[src/rtl/pc_pkg.sv]
// +-------------------------------------------------------------------+
// | pc_pkg: shared defaults, state and error encodings for the PC unit |
// | Rev 1.0                                                            |
// +-------------------------------------------------------------------+
`default_nettype none

package pc_pkg;

  localparam int ADDR_W_DEF = 12;
  localparam int DEPTH_DEF  = 8;

  typedef enum logic [0:0] {
    RUN   = 1'b0,
    FAULT = 1'b1
  } state_e;

  localparam logic [1:0] ERR_NONE = 2'b00;
  localparam logic [1:0] ERR_OVF  = 2'b01;
  localparam logic [1:0] ERR_UNF  = 2'b10;
  localparam logic [1:0] ERR_ILL  = 2'b11;

  localparam logic [1:0] SRC_SEQ  = 2'b00;
  localparam logic [1:0] SRC_JMP  = 2'b01;
  localparam logic [1:0] SRC_RET  = 2'b10;
  localparam logic [1:0] SRC_RSV  = 2'b11;

endpackage

`default_nettype wire

[src/rtl/ret_stack.sv]
// +-------------------------------------------------------------------+
// | ret_stack: return-address LIFO with occupancy counter              |
// | Rev 1.0                                                            |
// +-------------------------------------------------------------------+
`default_nettype none

module ret_stack
  import pc_pkg::*;
#(
  parameter int ADDR_W = ADDR_W_DEF,
  parameter int DEPTH  = DEPTH_DEF,
  localparam int DW    = $clog2(DEPTH) + 1,
  localparam int IW    = $clog2(DEPTH)
) (
  input  logic              clk,
  input  logic              rst_n,
  input  logic              push_i,
  input  logic              pop_i,
  input  logic [ADDR_W-1:0] push_data_i,
  output logic [ADDR_W-1:0] top_o,
  output logic [DW-1:0]     depth_o
);

  logic [ADDR_W-1:0] mem_q [DEPTH];
  logic [DW-1:0]     depth_q;
  logic [DW-1:0]     depth_d;
  logic [IW-1:0]     w_wr_idx;
  logic [IW-1:0]     w_rd_idx;

  // Caller guarantees push never arrives when full and pop never when empty.
  assign w_wr_idx = IW'(depth_q);
  assign w_rd_idx = IW'(depth_q - DW'(1));

  always_comb begin
    depth_d = depth_q;
    if (push_i) begin
      depth_d = depth_q + DW'(1);
    end else if (pop_i) begin
      depth_d = depth_q - DW'(1);
    end
  end

  always_ff @(posedge clk or negedge rst_n) begin
    if (!rst_n) begin
      depth_q <= '0;
    end else begin
      depth_q <= depth_d;
    end
  end

  always_ff @(posedge clk) begin
    if (push_i) begin
      mem_q[w_wr_idx] <= push_data_i;
    end
  end

  assign top_o   = mem_q[w_rd_idx];
  assign depth_o = depth_q;

endmodule

`default_nettype wire

[src/rtl/pc_stack_unit.sv]
// +-------------------------------------------------------------------+
// | pc_stack_unit: program counter with call/return stack and fault FSM|
// | Rev 1.0                                                            |
// +-------------------------------------------------------------------+
`default_nettype none

module pc_stack_unit
  import pc_pkg::*;
#(
  parameter int ADDR_W = ADDR_W_DEF,
  parameter int DEPTH  = DEPTH_DEF,
  localparam int DW    = $clog2(DEPTH) + 1
) (
  input  logic              clk,
  input  logic              rst_n,
  input  logic              en,
  input  logic [1:0]        pc_src,
  input  logic              stack_push,
  input  logic              stack_pop,
  input  logic [ADDR_W-1:0] target,
  output logic [ADDR_W-1:0] pc,
  output logic [DW-1:0]     depth,
  output logic              full,
  output logic              empty,
  output logic              fault,
  output logic [1:0]        err_code
);

  state_e            state_q, state_d;
  logic [ADDR_W-1:0] pc_q, pc_d;
  logic [1:0]        err_q, err_d;
  logic              w_push, w_pop, w_ill;
  logic [ADDR_W-1:0] w_top, w_pc_inc;
  logic [DW-1:0]     w_depth;

  assign w_pc_inc = pc_q + ADDR_W'(1);

  ret_stack #(
    .ADDR_W (ADDR_W),
    .DEPTH  (DEPTH)
  ) u_ret_stack (
    .clk         (clk),
    .rst_n       (rst_n),
    .push_i      (w_push),
    .pop_i       (w_pop),
    .push_data_i (w_pc_inc),
    .top_o       (w_top),
    .depth_o     (w_depth)
  );

  assign full  = (w_depth == DW'(DEPTH));
  assign empty = (w_depth == '0);

  assign w_ill = (pc_src == SRC_RSV)
               || (stack_push && stack_pop)
               || (stack_push && (pc_src != SRC_JMP))
               || (stack_pop  && (pc_src != SRC_RET))
               || ((pc_src == SRC_RET) && !stack_pop);

  // Error priority: illegal, then overflow, then underflow.
  always_comb begin
    state_d = state_q;
    pc_d    = pc_q;
    err_d   = err_q;
    w_push  = 1'b0;
    w_pop   = 1'b0;
    if ((state_q == RUN) && en) begin
      if (w_ill) begin
        state_d = FAULT;
        err_d   = ERR_ILL;
      end else if (stack_push && full) begin
        state_d = FAULT;
        err_d   = ERR_OVF;
      end else if (stack_pop && empty) begin
        state_d = FAULT;
        err_d   = ERR_UNF;
      end else begin
        case (pc_src)
          SRC_SEQ: pc_d = w_pc_inc;
          SRC_JMP: begin
            pc_d   = target;
            w_push = stack_push;
          end
          SRC_RET: begin
            pc_d  = w_top;
            w_pop = 1'b1;
          end
          default: pc_d = pc_q;
        endcase
      end
    end
  end

  always_ff @(posedge clk or negedge rst_n) begin
    if (!rst_n) begin
      state_q <= RUN;
      pc_q    <= '0;
      err_q   <= ERR_NONE;
    end else begin
      state_q <= state_d;
      pc_q    <= pc_d;
      err_q   <= err_d;
    end
  end

  assign pc       = pc_q;
  assign depth    = w_depth;
  assign fault    = (state_q == FAULT);
  assign err_code = err_q;

endmodule

`default_nettype wire

[config.mk]
export PLATFORM = sky130hd
export DESIGN_NAME = pc_stack_unit
export DESIGN_NICKNAME = d
export VERILOG_FILES = /design/src/rtl/pc_pkg.sv /design/src/rtl/ret_stack.sv /design/src/rtl/pc_stack_unit.sv
export SDC_FILE = /design/constraint.sdc
export NUM_CORES = 1
export LEC_CHECK = 0
export BUFFER_PORTS_ARGS = -buffer_cell sky130_fd_sc_hd__buf_2
export CAP_MARGIN = 10
export CORE_MARGIN = 5
export CORE_UTILIZATION = 53
export DETAILED_ROUTE_END_ITERATION = 6
export PLACE_DENSITY = 0.72
export SLEW_MARGIN = 0
export SYNTH_ARGS = -nofsm -noshare
export SYNTH_HDL_FRONTEND = slang
export SYNTH_SLANG_ARGS = --single-unit
[constraint.sdc]
create_clock -name clk -period 4 [get_ports clk]
set_input_delay 0.2 -clock clk [delete_from_list [all_inputs] [get_ports clk]]
set_output_delay 0.2 -clock clk [all_outputs]
set_load 0.05 [all_outputs]
## After elaboration in Yosys (flattened, before gate mapping)

Memory sizes are Yosys's and may differ from the RTL's.
Index checks and enable logic that the tools add are counted.

| word-level totals | value |
|---|---|
| register bits | 19 |
| latch bits | 0 |
| memory bits (writable) | 96 |
| memory bits (read-only) | 0 |
| bits of input ports | 19 |
| output and inout bits | 21 |
| word-level logic and storage cells | 58 |
| memories | 1 |

| operators by class | value |
|---|---|
| add/subtract/negate cells | 3 |
| $mul | 0 |
| div/mod/pow operators | 0 |
| order comparisons | 0 |
| equality and inequality tests | 6 |
| shift-type cells | 0 |
| mux-type cells | 21 |
| bitwise logic cells | 4 |
| reductions and logical operators | 19 |

Memory list:

| name | depth | width | read ports | clocked after Yosys merged registers in | wr ports | line | RTL |
|---|---|---|---|---|---|---|---|
| u_ret_stack.mem_q | 8 | 12 | 1 | 0 | 1 | ret_stack.sv:24 | `logic [ADDR_W-1:0] mem_q [DEPTH];` |

Operator list:

| operator | number |
|---|---|
| $pmux 12 s3 | 1 |
| $mux 1 | 15 |
| $add 12x1->12 const B | 1 |
| $mux 4 | 2 |
| $logic_and 1x1->1 | 7 |
| $mux 2 | 3 |
| $reduce_bool 3->1 | 2 |
| $reduce_and 5->1 | 1 |
| $add 4x1->4 const B | 1 |
| $eq 2x2->1 const B | 2 |
| $eq 4x4->1 const B | 1 |
| $logic_not 4->1 | 1 |
| $logic_or 1x1->1 | 4 |
| $not 1->1 | 4 |
| $sub 4x1->4 const B | 1 |
| $eq 2x1->1 const B | 1 |
| $logic_not 2->1 | 1 |
| $ne 2x1->1 const B | 1 |
| $ne 2x2->1 const B | 1 |
| $reduce_and 2->1 | 1 |
| $reduce_bool 2->1 | 1 |
| $logic_not 1->1 | 1 |

## Longest topological paths before layout

Gate-level depths: netlist of the first run.

| depth | value |
|---|---|
| depth in word-level cells | 9 |
| depth in mapped cells | 12 |

## Hierarchy

From an unflattened synthesis of the first run, not the netlist that was laid out.

| unflattened totals | value |
|---|---|
| cells, all modules | 398 |
| area total of the unflattened synthesis | 5381.4 µm² |

Modules (own cells, without submodules):

| module | instances | cells an instance | area each (µm²) | sequential area each (µm²) |
|---|---|---|---|---|
| ret_stack | 1 | 257 | 4152.7 | 2982.9 |
| pc_stack_unit | 1 | 141 | 1228.7 | 375.4 |

## Worst setup path before layout of the first run

OpenSTA, ideal clock, no wires.

| timing path | value |
|---|---|
| kind | register to register |
| start | reg u_ret_stack.depth_q[0] (netlist: u_ret_stack.depth_o[0]) |
| end | mem u_ret_stack.mem_q[2][0] (netlist name), enable pin |
| setup time | 0.307 ns |
| arrival | 3.899 ns |
| slack | -0.207 ns |
| cell stages (with the launch flop) | 12 |
| buffers on the path | 4 |
| period minus slack after synthesis | 4.207 ns |
| cells stage by stage | dfrtp_1 buf_2 inv_1 buf_2 clkbuf_1 ha_1 nor3b_1 o2bb2ai_1 and3_1 clkbuf_1 nand3_1 nor3_1 |

| on the way | value |
|---|---|
| word-level cells in the longest chain between the ends | 8 |
| elaborated cells on any way between the ends | 10 |
| those cells by class | eq/ne: 1; mux: 6; reduce/logical: 3 |

Ends and longest elaborated chain:

| what | line | RTL |
|---|---|---|
| start, declared | ret_stack.sv:25 | `logic [DW-1:0] depth_q;` |
| start signal, assigned | ret_stack.sv:47 | `depth_q <= depth_d;` |
| $logic_not 4->1 | pc_stack_unit.sv:52 | `assign empty = (w_depth == '0);` |
| net empty | pc_stack_unit.sv:24 | `output logic empty,` |
| $logic_and 1x1->1 | pc_stack_unit.sv:74 | `end else if (stack_pop && empty) begin` |
| $mux 1 | pc_stack_unit.sv:74 |  |
| $mux 1 | pc_stack_unit.sv:71 | `end else if (stack_push && full) begin` |
| $mux 1 | pc_stack_unit.sv:68 | `if (w_ill) begin` |
| $mux 1 | pc_stack_unit.sv:67 | `if ((state_q == RUN) && en) begin` |
| $mux 1 | ret_stack.sv:52 | `if (push_i) begin` |
| $mux 1 (not written as such) | ret_stack.sv:53 | `mem_q[w_wr_idx] <= push_data_i;` |
| end, declared | ret_stack.sv:24 |  |

The timed path passes the listed nets, and every way through them passes these cells.

## Final worst setup path of the first run

| timing path | value |
|---|---|
| start | reg u_ret_stack.depth_q[1] (netlist: u_ret_stack.depth_o[1]) |
| end | reg pc_q[3] (netlist: pc[3]) |

| on the way | value |
|---|---|
| word-level cells in the longest chain between the ends | 4 |
| elaborated cells on any way between the ends | 10 |
| those cells by class | add/sub: 1; eq/ne: 1; mux: 1; bitwise: 2; reduce/logical: 4; memory: 1 |

Ends and longest elaborated chain:

| what | line | RTL |
|---|---|---|
| branches (longest 4 deep; another with $mem_v2 8x12) | -- |  |
| end signal, assigned | pc_stack_unit.sv:101 | `pc_q <= pc_d;` |
| end, declared | pc_stack_unit.sv:30 | `logic [ADDR_W-1:0] pc_q, pc_d;` |

Parallel ways; which one is timed is not known.
A chain may end at the register's enable or synchronous reset.

==> flow_metrics.env, run 1 <==
export IMPL_cts_sinks=115
export IMPL_clkTransAtPathRegs_ps=60
export IMPL_viasPerCell=6.12
export IMPL_skew_ps=6.79
export IMPL_core_um2=9730
export IMPL_ys_async_sr_fraction_pct=16.5
export IMPL_grt_overflow=0
export IMPL_startpoint_type="flop"
export IMPL_seq_area_um2=3360
export IMPL_io_pin_count=40
export IMPL_cts_tree="yes"
export IMPL_row_count=36
export IMPL_max_freq_mhz=316
export IMPL_r2r_start="u_ret_stack.depth_o[1]$_DFFE_PN0P_"
export IMPL_synth_top_area_cell="edfxtp_1"
export IMPL_root_buffer="clkbuf_8"
export IMPL_first_pass_iters=4
export IMPL_tightest_slew_ps=931
export IMPL_cp_arrival_ps=3570
export IMPL_clockBufferDepth=2
export IMPL_start_util_pct=53.9
export IMPL_slew_violations=0
export IMPL_ys_types=46
export IMPL_slew_headroom_pct=37.8
export IMPL_p_per_area_nw_per_um2=488
export IMPL_portBuffers=39
export IMPL_track_usage_pct=22.3
export IMPL_syn_num_nets=412
export IMPL_final_common_cell="edfxtp_1"
export IMPL_synth_avg_cell_area_um2=13.6
export IMPL_synth_edf_count=96
export IMPL_finalCriticalPeriod_ps=3170
export IMPL_hold_viol=0
export IMPL_routabilityCongestion=0.818
export IMPL_setup_tns_ps=0
export IMPL_fillers=755
export IMPL_leakage_nw=2.16
export IMPL_drc_errors=0
export IMPL_hold_class="in -> reg"
export IMPL_cap_violations=0
export IMPL_finalSetupViolCount=0
export IMPL_fp_dieW_um=109
export IMPL_antenna_found_initial=0
export IMPL_drtIter0Drc=339
export IMPL_worstHoldStart="stack_pop"
export IMPL_layout_drive_gt1_share_pct=21.7
export IMPL_die_h_um=109
export IMPL_diodes=0
export IMPL_routed_wl_um=12500
export IMPL_synth_top_cell_area_share_pct=55.0
export IMPL_postCtsSetupRepairBufs=0
export IMPL_path_max_fanout=32
export IMPL_crit_path_start="u_ret_stack.depth_o[1]$_DFFE_PN0P_"
export IMPL_yosysWarnings=0
export IMPL_finalCoreUtilization_pct=63.8
export IMPL_nets=460
export IMPL_synth_seq_cells=115
export IMPL_synthCells=386
export IMPL_r2r_setup_slack_ps=830
export IMPL_worst_setup_path_type="reg -> reg"
export IMPL_dieArea_um2=12000
export IMPL_holdWs_ps=19.9
export IMPL_multi_input_area_um2=1760
export IMPL_ys_seq_area_share_pct=64.1
export IMPL_yosys_top_cells_area="edfxtp_1, dfrtp_1, mux2i_1, a2111oi_0, nor2b_1"
export IMPL_cts_buffers=17
export IMPL_grt_max_degree=39
export IMPL_rsz0062_at_grt="no"
export IMPL_hpwlAfterDp_um=7510
export IMPL_syn_to_final_growth_pct=18.5
export IMPL_peakVddDrop_mv=0.295
export IMPL_clk_latency_ps=520
export IMPL_final_cell_mix="edfxtp_1, buf_2, mux2i_1, nor2b_1, nand2_1"
export IMPL_vias=3552
export IMPL_grt_pass1_wl_um=19200
export IMPL_fin_crit_sh_pct=79.2
export IMPL_cp_end_kind="flop"
export IMPL_post_drt_wl_per_cell_um=21.5
export IMPL_htreeDepth=4
export IMPL_status="completed"
export IMPL_grt_pass1_vias=3432
export IMPL_cp_required_ps=4400
export IMPL_ys_flop_type="edfxtp_1"
export IMPL_syn_cell_area_um2=5240
export IMPL_antenna_left=0
## cells in the mapped netlist, drive strengths merged, types with 3 or more instances
master   instances
nor2b           21
nor2            17
inv              9
buf             15
and3             3
nand3           11
dfrtp           19
edfxtp          96
a221o            4
ha               7
nor4             3
nand2b           3
mux2i           30
a221oi           7
o31ai            6
xor2             6
a311oi           9
nand2           20
nor3             8
a22o             3
nand3b           3
clkbuf          12
a2111oi         20
o21ai            6
xnor2            9
a21oi            3
a31oi           15
nand4            4
## repair_timing
action	4_1_cts	5_1_grt
resized for setup	0	0
hold buffers	3	0
hold endpoints to repair	21	0
## cell type report
| cell class | count | area share [%] |
|---|---|---|
| tap | 133 | 2.68 |
| timing repair buffer | 56 | 5.32 |
| multi-input combinational | 235 | 28.3 |
| inverter | 9 | 0.544 |
| clock inverter | 14 | 2.24 |
| clock buffer | 18 | 6.89 |
| sequential | 115 | 54.1 |
## sequential cells by signal (all words and copies together) (netlist names)
register,cells
err_code,2
fault,1
u_ret_stack.mem_q,96
pc,12
u_ret_stack.depth_o,4
## cell families (layout without fill, tap and decap cells)
kind of cell,Yosys count,count (layout),synth area share (%)
adder cells (fa/ha/maj),7,7,1.67
flip-flops,115,115,64.1
XOR/XNOR,15,15,2.65
AO/OA/AOI/OAI,84,84,12.7
AND/OR/NAND/NOR,99,99,9.93
multiplexers,30,30,5.73
buffers and inverters,36,97,3.25
## power by group
group / internal (mW) / switching, mW / total, mW
registers: 1.32 / 0.0187 / 1.34
logic: 0.0786 / 0.184 / 0.263
clock network: 0.896 / 0.531 / 1.43
## stage by stage
stage | total power [mW] | cells | setup WS [ps] | cell area, um^2
floorplan | 1.55 | 386 | 49.3 | 5250
global placement | 1.62 | 545 | 988 | 5610
detailed placement | 1.62 | 545 | 873 | 5610
CTS | 3.04 | 580 | 868 | 6210
global route | 3.12 | 580 | 604 | 6210
finish | 3.03 | 580 | 831 | 6210
## routing by layer
metal	global-route usage, %	part of all wire [%]	vias to the layer above
li1	-	-	1615
met5	0	0	-
met4	7.75	1.6	0
met2	33.7	47	155
met1	31.5	44	1760
met3	5.87	8.2	22
## worst max-delay path: stages (launching register included)
cell and delay [ps]:
dfrtp_1 590, inv_1 160, ha_2 830, buf_4 390, nor2b_1 90, a2111oi_0 420
a311oi_1 110, a221oi_1 320, o21ai_1 120
## worst paths after layout
path                                           end  depth (start not counted)
min reg2reg                err_code[0]$_DFFE_PN0P_                          1
max in group asynchronous  err_code[1]$_DFFE_PN0P_                          2
min in group asynchronous        pc[2]$_DFFE_PN0P_                          2
min                        err_code[0]$_DFFE_PN0P_                          3
max                              pc[3]$_DFFE_PN0P_                          8
max reg2reg                      pc[3]$_DFFE_PN0P_                          8
Power figures use the tool's default switching activity.
==> run 2: changes to the inputs <==
--- a/config.mk
+++ b/config.mk
@@ -10,7 +10,7 @@
 export CORE_MARGIN = 5
 export CORE_UTILIZATION = 53
 export DETAILED_ROUTE_END_ITERATION = 6
-export PLACE_DENSITY = 0.72
+export PLACE_DENSITY = 0.74
 export SLEW_MARGIN = 0
 export SYNTH_ARGS = -nofsm -noshare
 export SYNTH_HDL_FRONTEND = slang
==> constraint.sdc (replaced) <==
create_clock -name clk -period 2.7 [get_ports clk]
set_input_delay 0.135 -clock clk [delete_from_list [all_inputs] [get_ports clk]]
set_output_delay 0.135 -clock clk [all_outputs]
set_load 0.05 [all_outputs]
==> run 2 against run 1 <==
Effect of this change: die area is the same; sequential cell count stayed put; register-to-register slack worse by 620 ps; hold slack better by 12 ps; largest cell class unchanged; largest power group unchanged.
==> flow_metrics.env, run 2 (same netlist as run 1, synthesis figures left out) <==
export IMPL_setup_tns_ps=0
export IMPL_clkPwrFrac_pct=48.7
export IMPL_finalSetupViolCount=0
export IMPL_portBuffers=39
export IMPL_grt_overflow=0
export IMPL_dieArea_um2=12000
export IMPL_row_count=36
export IMPL_p_comb_share_pct=8.9
export IMPL_skew_ps=8.85
export IMPL_fillers=703
export IMPL_seq_area_um2=3360
export IMPL_max_freq_mhz=401
export IMPL_slew_headroom_pct=50.6
export IMPL_hold_viol=0
export IMPL_cp_arrival_ps=2880
export IMPL_multi_input_area_um2=1850
export IMPL_leakage_nw=2.22
export IMPL_core_um2=9730
export IMPL_grt_max_degree=39
export IMPL_root_buffer="clkbuf_8"
export IMPL_path_cells="inv_1 -> ha_1 -> xor2_2 -> buf_4 -> a2111oi_0 -> a31oi_1 -> a221oi_1 -> o31ai_1"
export IMPL_r2r_setup_slack_ps=210
export IMPL_final_cell_mix="edfxtp_1, buf_2, mux2i_1, nor2b_1, nand2_1"
export IMPL_io_pin_count=40
export IMPL_routed_wl_um=12400
export IMPL_drc_errors=0
export IMPL_first_pass_iters=6
export IMPL_layout_drive_gt1_share_pct=23.2
export IMPL_cap_violations=0
export IMPL_clk_latency_ps=510
export IMPL_worst_setup_path_type="reg -> reg"
export IMPL_tightest_slew_ps=736
export IMPL_cts_buffers=17
export IMPL_routabilityCongestion=0.810
export IMPL_path_max_fanout=17
export IMPL_grt_pass1_vias=3679
export IMPL_fin_crit_sh_pct=92.4
export IMPL_antenna_left=0
export IMPL_cpPeakStageDelay_ps=520
export IMPL_slew_violations=0
export IMPL_placed_cell_area_um2=5760
export IMPL_grt_pass1_wl_um=19300
export IMPL_regMostFlops="u_ret_stack.mem_q"
export IMPL_clockBufferDepth=2
export IMPL_cts_sinks=115
export IMPL_startpoint_type="flop"
export IMPL_htreeDepth=4
export IMPL_finalCoreUtilization_pct=66.2
export IMPL_rsz0062_at_grt="no"
export IMPL_post_drt_wl_per_cell_um=21.0
export IMPL_hpwlAfterDp_um=7500
export IMPL_largest_register_ffs=96
export IMPL_status="completed"
export IMPL_peakVddDrop_mv=0.748
export IMPL_nets=470
export IMPL_finalCriticalPeriod_ps=2490
export IMPL_antenna_found_initial=0
export IMPL_p_per_area_nw_per_um2=725
export IMPL_die_h_um=109
export IMPL_clkTransAtPathRegs_ps=60
export IMPL_cts_resized=0
export IMPL_p_seq_share_pct=42.4
export IMPL_slowest_stage="a2111oi_0"
export IMPL_switching_share_pct=23.3
export IMPL_design_area_um2=6440
export IMPL_diodes=0
export IMPL_cts_tree="yes"
export IMPL_cp_required_ps=3090
export IMPL_final_common_cell="edfxtp_1"
export IMPL_drtIter0Drc=334
export IMPL_syn_to_final_growth_pct=22.9
export IMPL_track_usage_pct=22.2
export IMPL_viasPerCell=6.15
export IMPL_hold_class="in -> reg"
export IMPL_switchingPower_mw=1.09
export IMPL_cp_end_kind="flop"
export IMPL_internal_power_mw=3.58
export IMPL_vias=3629
export IMPL_start_util_pct=53.9
export IMPL_fp_dieW_um=109
## run 2: changes by cell type in the layout (fill, tap and decap cells not counted), sizes merged
cell	delta
buf	+5
bufinv	+2
clkinv	-4
inv	+2
dlygate4sd3	+5
## run 2: worst paths after layout
kind,from,end,depth (start not counted)
worst max-delay path,u_ret_stack.depth_o[1]$_DFFE_PN0P_,pc[10]$_DFFE_PN0P_,8
worst min-delay path,target[9],pc[9]$_DFFE_PN0P_,3
worst max register to register,u_ret_stack.depth_o[1]$_DFFE_PN0P_,pc[10]$_DFFE_PN0P_,8
worst min register to register,err_code[0]$_DFFE_PN0P_,err_code[0]$_DFFE_PN0P_,1
max in group asynchronous,rst_n,u_ret_stack.depth_o[0]$_DFFE_PN0P_,2
min in group asynchronous,rst_n,u_ret_stack.depth_o[2]$_DFFE_PN0P_,2
## run 2: through the flow
step	power, mW	instances	hold WS [ps]	setup WS (ps)
floorplan	2.30	386	-161	-302
global placement	2.41	550	123	360
detailed placement	2.42	550	135	298
CTS	4.69	590	15.0	206
global route	4.82	590	40.3	17.0
finish	4.67	590	31.9	206
## run 2: area by class of cell
| cell class | instances | area share (%) |
|---|---|---|
| Clock buffer | 18 | 6.49 |
| Clock inverter | 14 | 2.87 |
| Inverter | 9 | 0.524 |
| Multi-Input combinational cell | 235 | 28.7 |
| Sequential cell | 115 | 52.2 |
| Tap cell | 133 | 2.58 |
| Timing Repair Buffer | 66 | 6.68 |
## run 2: worst max-delay path: cells and delay by family (launching register included)
family          cells  cell delay [ps]
compound gates      4             1010
xor+xnor            1              220
fa+ha+maj           1              320
buf+inv             2              420
flops               1              400
## run 2: what timing repair did
action	CTS	global route
setup buffers	0	0
hold buffers	8	0
hold endpoints to repair	26	0
## run 2: power by group through the flow
stage               sequential, mW  clock [mW]  combinational (mW)
finish                        1.98        2.27               0.413
detailed placement            2.02           0               0.398
global placement              2.02           0               0.392
floorplan                     2.08           0               0.226
global route                  1.98        2.39               0.446
CTS                           1.98        2.29               0.413
## run 2: per-layer routing
metal / vias up / track usage, % / part of all wire [%]
met5: - / 0 / 0
met4: 0 / 8.55 / 1.3
met3: 21 / 6.52 / 8.0
met2: 154 / 36.0 / 48
met1: 1810 / 28.3 / 43
li1: 1644 / - / -
==> run 3: changes to the inputs <==
--- a/config.mk
+++ b/config.mk
@@ -6,10 +6,11 @@
 export NUM_CORES = 1
 export LEC_CHECK = 0
 export BUFFER_PORTS_ARGS = -buffer_cell sky130_fd_sc_hd__buf_2
-export CAP_MARGIN = 10
+export CAP_MARGIN = 20
 export CORE_MARGIN = 5
 export CORE_UTILIZATION = 53
 export DETAILED_ROUTE_END_ITERATION = 6
+export GPL_TIMING_DRIVEN = 0
 export PLACE_DENSITY = 0.74
 export SLEW_MARGIN = 0
 export SYNTH_ARGS = -nofsm -noshare
==> run 3 against run 2 <==
Effect of this change: the run now ends with negative setup slack left; final area increased by 6.3%; largest power group unchanged; sequential power about the same; fmax decreased by 7.9%; cell count up 3.2%; critical endpoint is now pc[0]$_DFFE_PN0P_; first-iteration DRC count up 26%; worst setup slack got worse by 210 ps.
==> flow_metrics.env, run 3 (same netlist as run 1, synthesis figures left out) <==
export IMPL_tightest_slew_ps=833
export IMPL_routed_wl_um=14400
export IMPL_post_drt_wl_per_cell_um=23.6
export IMPL_status="finished, violations left"
export IMPL_final_cell_mix="edfxtp_1, buf_2, mux2i_1, nor2b_1, nand2_1"
export IMPL_stdcell_count=609
export IMPL_p_per_area_nw_per_um2=682
export IMPL_syn_to_final_growth_pct=30.5
export IMPL_cp_end_kind="flop"
export IMPL_die_h_um=109
export IMPL_regMostFlops="u_ret_stack.mem_q"
export IMPL_skew_ps=6.82
export IMPL_cap_violations=0
export IMPL_fp_dieW_um=109
export IMPL_antenna_found_initial=0
export IMPL_largest_register_ffs=96
export IMPL_cp_buffers_inverters=6
export IMPL_drtIter0Drc=420
export IMPL_placed_cells=558
export IMPL_crit_family="buffers and inverters"
export IMPL_grt_pass1_vias=3770
export IMPL_finalSetupViolCount=1
export IMPL_nets=490
export IMPL_setup_tns_ps=-6.49
export IMPL_path_max_fanout=11
export IMPL_io_pin_count=40
export IMPL_track_usage_pct=24.9
export IMPL_peakVddDrop_mv=0.500
export IMPL_grt_max_degree=20
export IMPL_worst_setup_path_type="reg -> reg"
export IMPL_grt_overflow=0
export IMPL_max_freq_mhz=369
export IMPL_clkTransAtPathRegs_ps=60
export IMPL_htreeDepth=4
export IMPL_first_pass_iters=5
export IMPL_dieArea_um2=12000
export IMPL_slowest_stage="dfrtp_2"
export IMPL_portBuffers=39
export IMPL_finalCriticalPeriod_ps=2710
export IMPL_cp_arrival_ps=3100
export IMPL_core_um2=9730
export IMPL_diodes=0
export IMPL_layout_drive_gt1_share_pct=28.8
export IMPL_vias=3807
export IMPL_leakage_nw=2.38
export IMPL_fin_crit_sh_pct=100
export IMPL_cts_tree="yes"
export IMPL_path_common_cell="buf_8"
export IMPL_viasPerCell=6.25
export IMPL_grt_pass1_wl_um=21300
export IMPL_slew_violations=0
export IMPL_fin_ws_ps=-6.49
export IMPL_cp_required_ps=3100
export IMPL_hold_class="in -> reg"
export IMPL_rsz0062_at_grt="yes"
export IMPL_cts_sinks=115
export IMPL_hold_viol=0
export IMPL_cts_buffers=17
export IMPL_drc_errors=0
export IMPL_power_total_mw=4.66
export IMPL_root_buffer="clkbuf_8"
export IMPL_cpPeakStageDelay_ps=420
export IMPL_violations="negative setup slack"
export IMPL_path_cells="buf_6 -> inv_2 -> buf_8 -> buf_12 -> ha_4 -> xor2_4 -> buf_8 -> buf_8 -> a31oi_1 -> a32o_1 -> a221o_1"
export IMPL_clockBufferDepth=2
export IMPL_hpwlAfterDp_um=8770
export IMPL_row_count=36
export IMPL_clk_latency_ps=510
export IMPL_routabilityCongestion=0.850
export IMPL_antenna_left=0
export IMPL_startpoint_type="flop"
export IMPL_slew_headroom_pct=44.5
export IMPL_start_util_pct=53.9
export IMPL_final_common_cell="edfxtp_1"
run 3: cell count changes in the layout (fill, tap and decap cells not counted), sizes merged:
cell / change
buf: +9
bufinv: -1
clkbuf: +10
clkinv: +3
clkinvlp: -2
run 3: tightest hold or removal path, delay by kind of cell:
kind / cells / cell delay (ps)
AO/OA/AOI/OAI: 2 / 270
buffers and inverters: 1 / 100
run 3: what timing repair did:
action	CTS	global route
gates resized for setup	13	45
hold endpoints to repair	26	0
endpoints found under the setup margin	108	84
pin swaps	10	1
cloned	0	1
hold buffers	8	0
buffers inserted	11	0
run 3: cell type report:
class | instances | area (um^2)
sequential | 115 | 3360
tap | 133 | 166
multi-input combinational | 235 | 1990
inverter | 9 | 33.8
clock inverter | 14 | 163
fill | 659 | 2890
timing repair buffer | 59 | 470
buffer | 27 | 248
clock buffer | 17 | 414
run 3: final timing paths:
path / startpoint / to / slack [ps] / cells past startpoint
max: u_ret_stack.depth_o[0]$_DFFE_PN0P_ / pc[0]$_DFFE_PN0P_ / -6 / 11
min: target[4] / pc[4]$_DFFE_PN0P_ / 40 / 3
max reg2reg: u_ret_stack.depth_o[0]$_DFFE_PN0P_ / pc[0]$_DFFE_PN0P_ / -6 / 11
min reg2reg: err_code[0]$_DFFE_PN0P_ / err_code[0]$_DFFE_PN0P_ / 480 / 1
max in group asynchronous: rst_n / u_ret_stack.depth_o[0]$_DFFE_PN0P_ / 2250 / 2
min in group asynchronous: rst_n / fault$_DFFE_PN0P_ / 110 / 2
run 3: metrics by stage:
stage / hold slack, ps / util, % / instance area, um^2 / setup slack (ps)
after floorplan: -161 / - / 5410 / -302
after global placement: 107 / 59.3 / 5770 / -649
after detailed placement: 111 / 59.3 / 5770 / -667
after CTS: 16.1 / 68.2 / 6630 / -59.8
after global routing: 27.8 / 70.3 / 6840 / -49.2
final: 35.4 / 70.3 / 6840 / -6.49
run 3: metal layers:
metal  routed length, um  track usage [%]  share of wire [%]  vias up
met5                   0                0                  0        -
met4                 250             9.26                1.7        0
met3                1270             7.05                8.8       23
met2                7080             39.8                 49      204
met1                5760             32.4                 40     1896
li1                    -                -                  -     1684
run 3: power by group:
group          internal (mW)  switching (mW)
clock                   1.40           0.787
combinational          0.169           0.331
sequential              1.96          0.0267
total                   3.52            1.14
